File: src/rtl/sat_acc_pkg.sv
// -----------------------------------------------------------------------------
// sat_acc_pkg
// Shared types and helpers for the saturating block accumulator.
//   state_t  : block controller state (ACC collects samples, HOLD presents result)
//   sat_max  : most positive two's-complement value for a given width
//   sat_min  : most negative two's-complement value for a given width
//   add_ovf  : signed-add overflow predicate from operand and result sign bits
// The saturation constants are returned MAX_W bits wide; callers keep the low
// 'width' bits, which makes the helpers usable for any width up to MAX_W.
// -----------------------------------------------------------------------------
package sat_acc_pkg;

  typedef enum logic [0:0] {
    ACC  = 1'b0,
    HOLD = 1'b1
  } state_t;

  localparam int unsigned MAX_W = 64;

  function automatic logic [MAX_W-1:0] sat_max(input int unsigned width);
    return (64'd1 << (width - 32'd1)) - 64'd1;
  endfunction

  // Low 'width' bits of the inverted maximum are 1000...0, the most negative value.
  function automatic logic [MAX_W-1:0] sat_min(input int unsigned width);
    return ~sat_max(width);
  endfunction

  // Overflow only when both operands share a sign and the result sign differs.
  function automatic logic add_ovf(input logic a_msb,
                                   input logic b_msb,
                                   input logic sum_msb);
    return (a_msb == b_msb) && (sum_msb != a_msb);
  endfunction

endpackage

File: src/rtl/sat_add.sv
// -----------------------------------------------------------------------------
// sat_add
// Combinational two's-complement adder that clamps instead of wrapping.
//   a, b : signed operands (WIDTH)
//   sum  : a + b, clamped to [SAT_MIN, SAT_MAX] (WIDTH)
//   ovf  : 1 when the clamp was applied
// -----------------------------------------------------------------------------
module sat_add
  import sat_acc_pkg::*;
#(
  parameter int unsigned WIDTH = 8
) (
  input  logic [WIDTH-1:0] a,
  input  logic [WIDTH-1:0] b,
  output logic [WIDTH-1:0] sum,
  output logic             ovf
);

  localparam logic [MAX_W-1:0] SAT_MAX_W = sat_max(WIDTH);
  localparam logic [MAX_W-1:0] SAT_MIN_W = sat_min(WIDTH);
  localparam logic [WIDTH-1:0] SAT_MAX   = SAT_MAX_W[WIDTH-1:0];
  localparam logic [WIDTH-1:0] SAT_MIN   = SAT_MIN_W[WIDTH-1:0];

  logic [WIDTH-1:0] raw_s;

  assign raw_s = a + b;

  // Detect overflow and clamp toward the sign of the operands.
  always_comb begin
    ovf = add_ovf(a[WIDTH-1], b[WIDTH-1], raw_s[WIDTH-1]);
    if (ovf) begin
      if (a[WIDTH-1]) begin
        sum = SAT_MIN;
      end else begin
        sum = SAT_MAX;
      end
    end else begin
      sum = raw_s;
    end
  end

endmodule

File: src/rtl/sat_block_accumulator.sv
// -----------------------------------------------------------------------------
// sat_block_accumulator
// Sums COUNT signed samples per block with per-sample saturation and presents
// one result per block with a sticky overflow flag and an overflow count.
//   clk, rst     : rising-edge clock, synchronous active-high reset
//   in_valid     : sample on in_data is valid
//   in_ready     : block accepts a sample this cycle (ACC state, not in reset)
//   in_data      : signed sample (WIDTH)
//   out_valid    : block result is presented (HOLD state)
//   out_ready    : sink takes the result
//   out_sum      : saturated block sum (WIDTH)
//   out_ovf      : at least one saturation event in the block
//   out_ovf_cnt  : number of saturation events in the block (CW)
// The HOLD->ACC transition costs one cycle, so a block takes COUNT+1 cycles
// minimum.
// -----------------------------------------------------------------------------
module sat_block_accumulator
  import sat_acc_pkg::*;
#(
  parameter  int unsigned WIDTH = 8,
  parameter  int unsigned COUNT = 4,
  localparam int unsigned CW    = $clog2(COUNT + 1)
) (
  input  logic             clk,
  input  logic             rst,
  input  logic             in_valid,
  output logic             in_ready,
  input  logic [WIDTH-1:0] in_data,
  output logic             out_valid,
  input  logic             out_ready,
  output logic [WIDTH-1:0] out_sum,
  output logic             out_ovf,
  output logic [CW-1:0]    out_ovf_cnt
);

  localparam logic [CW-1:0] LAST_IDX = CW'(COUNT - 1);

  state_t           state_q, state_d;
  logic [WIDTH-1:0] acc_q, acc_d;
  logic [CW-1:0]    cnt_q, cnt_d;
  logic [CW-1:0]    ovf_cnt_q, ovf_cnt_d;
  logic [WIDTH-1:0] out_sum_q, out_sum_d;
  logic             out_ovf_q, out_ovf_d;
  logic [CW-1:0]    out_ovf_cnt_q, out_ovf_cnt_d;

  logic [WIDTH-1:0] add_sum_s;
  logic             add_ovf_s;
  logic             in_ready_s;
  logic             accept_s;

  sat_add #(
    .WIDTH (WIDTH)
  ) u_sat_add (
    .a   (acc_q),
    .b   (in_data),
    .sum (add_sum_s),
    .ovf (add_ovf_s)
  );

  // in_ready depends only on state and rst, never on in_valid.
  assign in_ready_s  = (state_q == ACC) && !rst;
  assign accept_s    = in_valid && in_ready_s;

  assign in_ready    = in_ready_s;
  assign out_valid   = (state_q == HOLD);
  assign out_sum     = out_sum_q;
  assign out_ovf     = out_ovf_q;
  assign out_ovf_cnt = out_ovf_cnt_q;

  // Next-state logic for the accumulator and the result registers.
  always_comb begin
    state_d       = state_q;
    acc_d         = acc_q;
    cnt_d         = cnt_q;
    ovf_cnt_d     = ovf_cnt_q;
    out_sum_d     = out_sum_q;
    out_ovf_d     = out_ovf_q;
    out_ovf_cnt_d = out_ovf_cnt_q;
    case (state_q)
      ACC: begin
        if (accept_s) begin
          acc_d     = add_sum_s;
          cnt_d     = cnt_q + CW'(1);
          ovf_cnt_d = ovf_cnt_q + CW'(add_ovf_s);
          // The last sample of the block publishes the result on the same edge.
          if (cnt_q == LAST_IDX) begin
            out_sum_d     = add_sum_s;
            out_ovf_cnt_d = ovf_cnt_d;
            out_ovf_d     = (ovf_cnt_d != '0);
            state_d       = HOLD;
          end else begin
            state_d = ACC;
          end
        end else begin
          state_d = ACC;
        end
      end
      HOLD: begin
        if (out_ready) begin
          state_d   = ACC;
          acc_d     = '0;
          cnt_d     = '0;
          ovf_cnt_d = '0;
        end else begin
          state_d = HOLD;
        end
      end
      default: begin
        state_d   = ACC;
        acc_d     = '0;
        cnt_d     = '0;
        ovf_cnt_d = '0;
      end
    endcase
  end

  // State and datapath registers with synchronous reset.
  always_ff @(posedge clk) begin
    if (rst) begin
      state_q       <= ACC;
      acc_q         <= '0;
      cnt_q         <= '0;
      ovf_cnt_q     <= '0;
      out_sum_q     <= '0;
      out_ovf_q     <= 1'b0;
      out_ovf_cnt_q <= '0;
    end else begin
      state_q       <= state_d;
      acc_q         <= acc_d;
      cnt_q         <= cnt_d;
      ovf_cnt_q     <= ovf_cnt_d;
      out_sum_q     <= out_sum_d;
      out_ovf_q     <= out_ovf_d;
      out_ovf_cnt_q <= out_ovf_cnt_d;
    end
  end

endmodule

File: config.mk
export PLATFORM = sky130hd
export DESIGN_NAME = sat_block_accumulator
export DESIGN_NICKNAME = d
export VERILOG_FILES = /design/src/rtl/sat_acc_pkg.sv /design/src/rtl/sat_add.sv /design/src/rtl/sat_block_accumulator.sv
export SDC_FILE = /design/constraint.sdc
export NUM_CORES = 1
export LEC_CHECK = 0
export CORE_UTILIZATION = 61
export DETAILED_ROUTE_END_ITERATION = 7
export DONT_BUFFER_PORTS = 1
export HOLD_SLACK_MARGIN = 0.06
export PLACE_DENSITY = 0.75
export SYNTH_ARGS = -nofsm -noshare
export SYNTH_HDL_FRONTEND = slang
export SYNTH_SLANG_ARGS = --single-unit
File: constraint.sdc
create_clock -name clk -period 4.3 [get_ports clk]
set_input_delay 0.86 -clock clk [delete_from_list [all_inputs] [get_ports clk]]
set_output_delay 0.86 -clock clk [all_outputs]
set_load 0.1 [all_outputs]
==> results.md <==
* Post-synth ARST share at 0%
* Hold Path Class: reg -> reg
* Worst IR Drop VDD at 0.239 mV
* DRT antenna net count at 0
* RSZ-0062 raised after global routing: false
* Row count at 17
* CTS tree: done
* Register area share after synthesis at about 37%
* Core area at roughly 2200 um^2
* XOR/XNOR Fraction of Synth Area at under 10%
* Vias at about 1,100
* Top post-synthesis cells by area: dfxtp_1 (37%), ha_1 (9.5%), a21oi_1 (5.9%)
* Post-cts sizing count at 0
* Synth cell types at 38
* Port bufs at 0
* Initial core utilization at around 65%
* Syn_area_per_cell at 9.13 um^2
* Crit end category: register
* Worst slew pin tran at 1.08 ns
* First-pass GRT wire length at 4.84 mm
* Hold Vio Cnt, Final at 0
* CTS buffer count at 3
* Crit-path max FO at 6
* NumNets Final at 183
* Vias in the first global route at 1,085
* Routability cong. at 0.887
* CTS Buffer Depth at 2
* Flops & latches, synth at 27
* Post-synth top area share at between 30 and 40%
* Global route total overflow at 0
* Mapped Area at 1440 um^2
* Arr. time, crit path at ~3.7 ns
* Fin. max-slew vios at 0
* Lkg Pwr at 0.616 nW
* Clock Pin Slew Worst Setup and Hold Paths at roughly 0.15 ns
* R2r setup slk at 1.06 ns
* Die Span Y at 50.6 um
* Min cycle time layout at 3.43 ns
* Status: completed
* # DRC at 0
* P&R area growth vs syn at 2.34%
* Worst hold slack at 0.473 ns
* F_max at 292 MHz
* Fin Clk Skew at 0.0104 ns
* Final Setup Violations at 0
* Mux share of post-synthesis cell area at 1.39%
* Pwr Density at 352 nW/um^2
* Drt pass-1 iters at 4
* Clk_lat worst skew at 0.32 ns
* Final period util at about four fifths
* IO Pins at 26
* Final wirelength at 2.82 mm
* Vias per inst at 6.15
* Synth area leader: dfxtp_1
* Max cap viols at 0
* Most frequent cell after synthesis: dfxtp_1
* Synth Area in Adders at between 10% and 20%
* Ys flop type: dfxtp_1
* Post-synthesis cell count at 158
* Relative slew slack at 27.6%
* Ys Warns at 0
* Crit path kind: in -> reg
* Complex-gate fraction of the synthesized area at 19.6%
* CP startpoint kind: primary input
* Htree depth at 1
* Number of synthesized flops with an enable pin at 0
* ANT cells at 0
* Initial antenna violation count at 0
* Fraction of layout cells with a size suffix above 1 at 11.5%
* Post-CTS setup buffers at 0
* DP HPWL at 2.08 mm
* CTS root buffer: clkbuf_4
* Setup Total Neg Slack at 0 ns
* First DRT Iteration DRCs at 23
* Main combinational cell family by area after synthesis: simple AND/OR/NAND/NOR gates
* Clock sink total at 27
* Required @ worst endpoint at ~4.5 ns
* Total track usage at 25.0%
* Syn_nets at 183
* Simple-Gate Fraction of Synth Area at around a quarter
* DR WL/cell at 15.2 um
* Die width at 50.6 um
* Largest net degree at the start of global routing at 27
* Hold Buf Count CTS at 0
* Die area at 2560 um^2
* Top cells by count, synth: dfxtp_1 (27), nand2_1 (18), a21oi_1 (17)
area by class of cell:
cell class	instances	area, um^2
multi-input combinational	120	837
fill	196	736
sequential	27	541
tap	28	35.0
clock buffer	3	22.5
timing repair buffer	3	22.5
inverter	3	11.3
clock inverter	1	7.51
registers in the layout, summed over array words and instances (netlist names):
signal       count
ovf_cnt_q        3
cnt_q            3
out_valid        1
out_ovf          1
out_sum          8
acc_q            8
out_ovf_cnt      3
critical path: stages:
cell      delay (ns)
ha_1            0.34
a21oi_1         0.22
nand2_1         0.09
o21ai_0         0.24
nand2b_1        0.10
a21o_1          0.19
fa_1            0.46
nand3_1         0.17
nand2_1         0.09
ha_1            0.19
ha_1            0.19
xor2_1          0.18
nor4_2          0.26
nor3_1          0.07
power by group:
group | leakage, nW | total, mW | internal, mW | switching, mW
Clock | 0.0139 | 0.110 | 0.0354 | 0.0745
Combinational | 0.383 | 0.129 | 0.0551 | 0.0737
Sequential | 0.220 | 0.281 | 0.264 | 0.0166
Total | 0.616 | 0.520 | 0.355 | 0.165
stage by stage:
stage               area, um^2  util [%]  power [mW]  worst slack [ns]  std cells
floorplan                 1440         -       0.391             0.610        158
global placement          1450      65.4       0.408             0.731        181
detailed placement        1450      65.4       0.413             0.581        181
CTS                       1480      66.7       0.524             0.937        185
global route              1480      66.7       0.550             0.632        185
finish                    1480      66.7       0.520             0.871        185
metal layers:
metal	global-route usage (%)	share of wire (%)	vias up
met3	4.55	5.4	2
met2	40.7	50	23
met4	9.26	0.60	0
met1	32.6	44	555
met5	0	0	-
li1	-	-	558
path summary, 6_finish.rpt:
check / start / to / cells past startpoint
hold reg to reg: acc_q[4] / acc_q[4] / 2
setup / recovery: in_data[4] / out_ovf / 14
setup reg to reg: acc_q[1] / out_ovf / 14
hold / removal: acc_q[4] / acc_q[4] / 2
logic make-up (layout without fill, tap and decap cells):
group                    after synthesis  count (layout)
AO/OA/AOI/OAI                         42              42
multiplexers                           2               2
flip-flops                            27              27
AND/OR/NAND/NOR                       61              61
buffers and inverters                 11              10
XOR/XNOR                               2               2
adder cells (fa/ha/maj)               13              13
cells in the final DEF (no fill, tap or decap), drive strengths merged:
cell and count:
o311ai 1, nand3 2, or3 1, xor2 2
clkbuf 3, a22o 3, o41ai 1, buf 3
and4 2, mux2i 2, a21o 3, nand2 19
nand3b 5, nor4 1, nand2b 4, nor2 14
nor3 6, o211ai 4, a21oi 18, inv 3
ha 11, a22oi 1, clkinvlp 1, and2b 2
or2 1, a211oi 2, nor3b 3, o21ai 9
and2 1, dfxtp 27, fa 2
No activity file was read; power rests on OpenSTA's default activity.
==> edit, RTL diff (same settings) <==
Put one more register stage on the output `out_ovf_cnt`. The value now appears one clock later. The other outputs are not delayed to match.
--- a/src/rtl/sat_block_accumulator.sv
+++ b/src/rtl/sat_block_accumulator.sv
@@ -66,5 +66,7 @@
   assign out_sum     = out_sum_q;
   assign out_ovf     = out_ovf_q;
-  assign out_ovf_cnt = out_ovf_cnt_q;
+  always_ff @(posedge clk) begin
+    out_ovf_cnt <= out_ovf_cnt_q;
+  end
 
   // Next-state logic for the accumulator and the result registers.
Check against the original RTL: not equivalent (a bounded check fails within 10 cycles, from zero or initial values and one cycle with rst high).
==> edit against the original RTL <==
  * Global-route usage increased by 0.19 points
  * Via count increased by 3.3%
  * Non-clock buffer count unchanged
  * Worst setup slack improved by 0.14 ns
  * Sequential cell count increased by 3
  * Design area increased by 5.5%
  * Combinational power decreased by 11%
  * Routed wire length increased by 2.1%
  * Synthesized area increased by 4.1%
  * Total power increased by 15%
  * Hold slack got worse by 0.11 ns
  * Fmax increased by 4.1%
==> edit: results <==
metrics = {
    "logic_synthesis": {
        "synth_adder_area_share_pct": 11.8,
        "ys_types": 34,
        "netlist_instances": 163,
        "ys_ff_latch": 30,
        "synthXorXnorAreaFrac_pct": 1.75,
        "yosys-top-cells-area": "dfxtp_1, ha_1, a21oi_1",
    },
    "worst_setup_path": {
        "cpPeakStageDelay_ns": 0.44,
        "ff2ff_setup_slack_ns": 1.21,
        "reg2reg_depth": 13,
        "r2r-start": "acc_q[3]",
    },
    "run_status": {
        "status": "finished clean",
    },
    "cells_and_area": {
        "nClkBuffers": 6,
        "drive_gt1_share_pct": 12.1,
        "multiInputGateArea_um2": 821,
        "buf_share_pct": 1.45,
        "seq_share_pct": 38.6,
        "clock_area_share_pct": 4.10,
        "stdcell_area_um2": 1560,
    },
    "place": {
        "dp_cells": 185,
        "postPlaceCellArea_um2": 1490,
        "hpwl_mm": 2.01,
        "post-place-ws_ns": 0.666,
    },
    "hold_path": {
        "min_from": "out_ovf_cnt_q[0]",
        "holdPathEnd": "out_ovf_cnt[0]",
    },
    "power": {
        "intPower_w": 0.000419,
        "peakVddDrop_v": 0.000234,
    },
    "detailed_routing": {
        "vias": 1176,
        "wl_met1_mm": 1.27,
    },
    "floorplanning": {
        "die_w_um": 51.6,
    },
    "timing": {
        "tightest_slew_ns": 1.05,
    },
}
## edit: routing by layer
layer  track usage (%)  vias to the layer above
li1                  -                      576
met1              29.8                      559
met2              40.9                       33
met3              9.06                        8
met4              10.4                        0
met5                 0                        -
## edit: power by group through the flow
stage	Combinational [W]	Sequential [W]	Clock, W
global route	0.000129	0.000308	0.000194
CTS	0.000114	0.000306	0.000179
detailed placement	0.000113	0.000312	0
finish	0.000115	0.000306	0.000176
global placement	0.000109	0.000312	0
floorplan	0.0000974	0.000311	0
## edit: worst max-delay path by stage
| stage | startpoint | endpoint | slack [ns] | depth (start not counted) |
|---|---|---|---|---|
| 3_5_place_dp | in_data[3] | out_ovf | 0.67 | 13 |
| 5_1_grt | in_data[3] | out_ovf | 0.76 | 13 |
| 4_1_cts | in_data[3] | out_ovf | 1.01 | 13 |
| 2_1_floorplan | in_data[3] | out_ovf | 0.61 | 14 |
| 3_3_place_gp | in_data[3] | out_ovf | 0.73 | 13 |
| 6_report | in_data[3] | out_ovf | 1.01 | 13 |
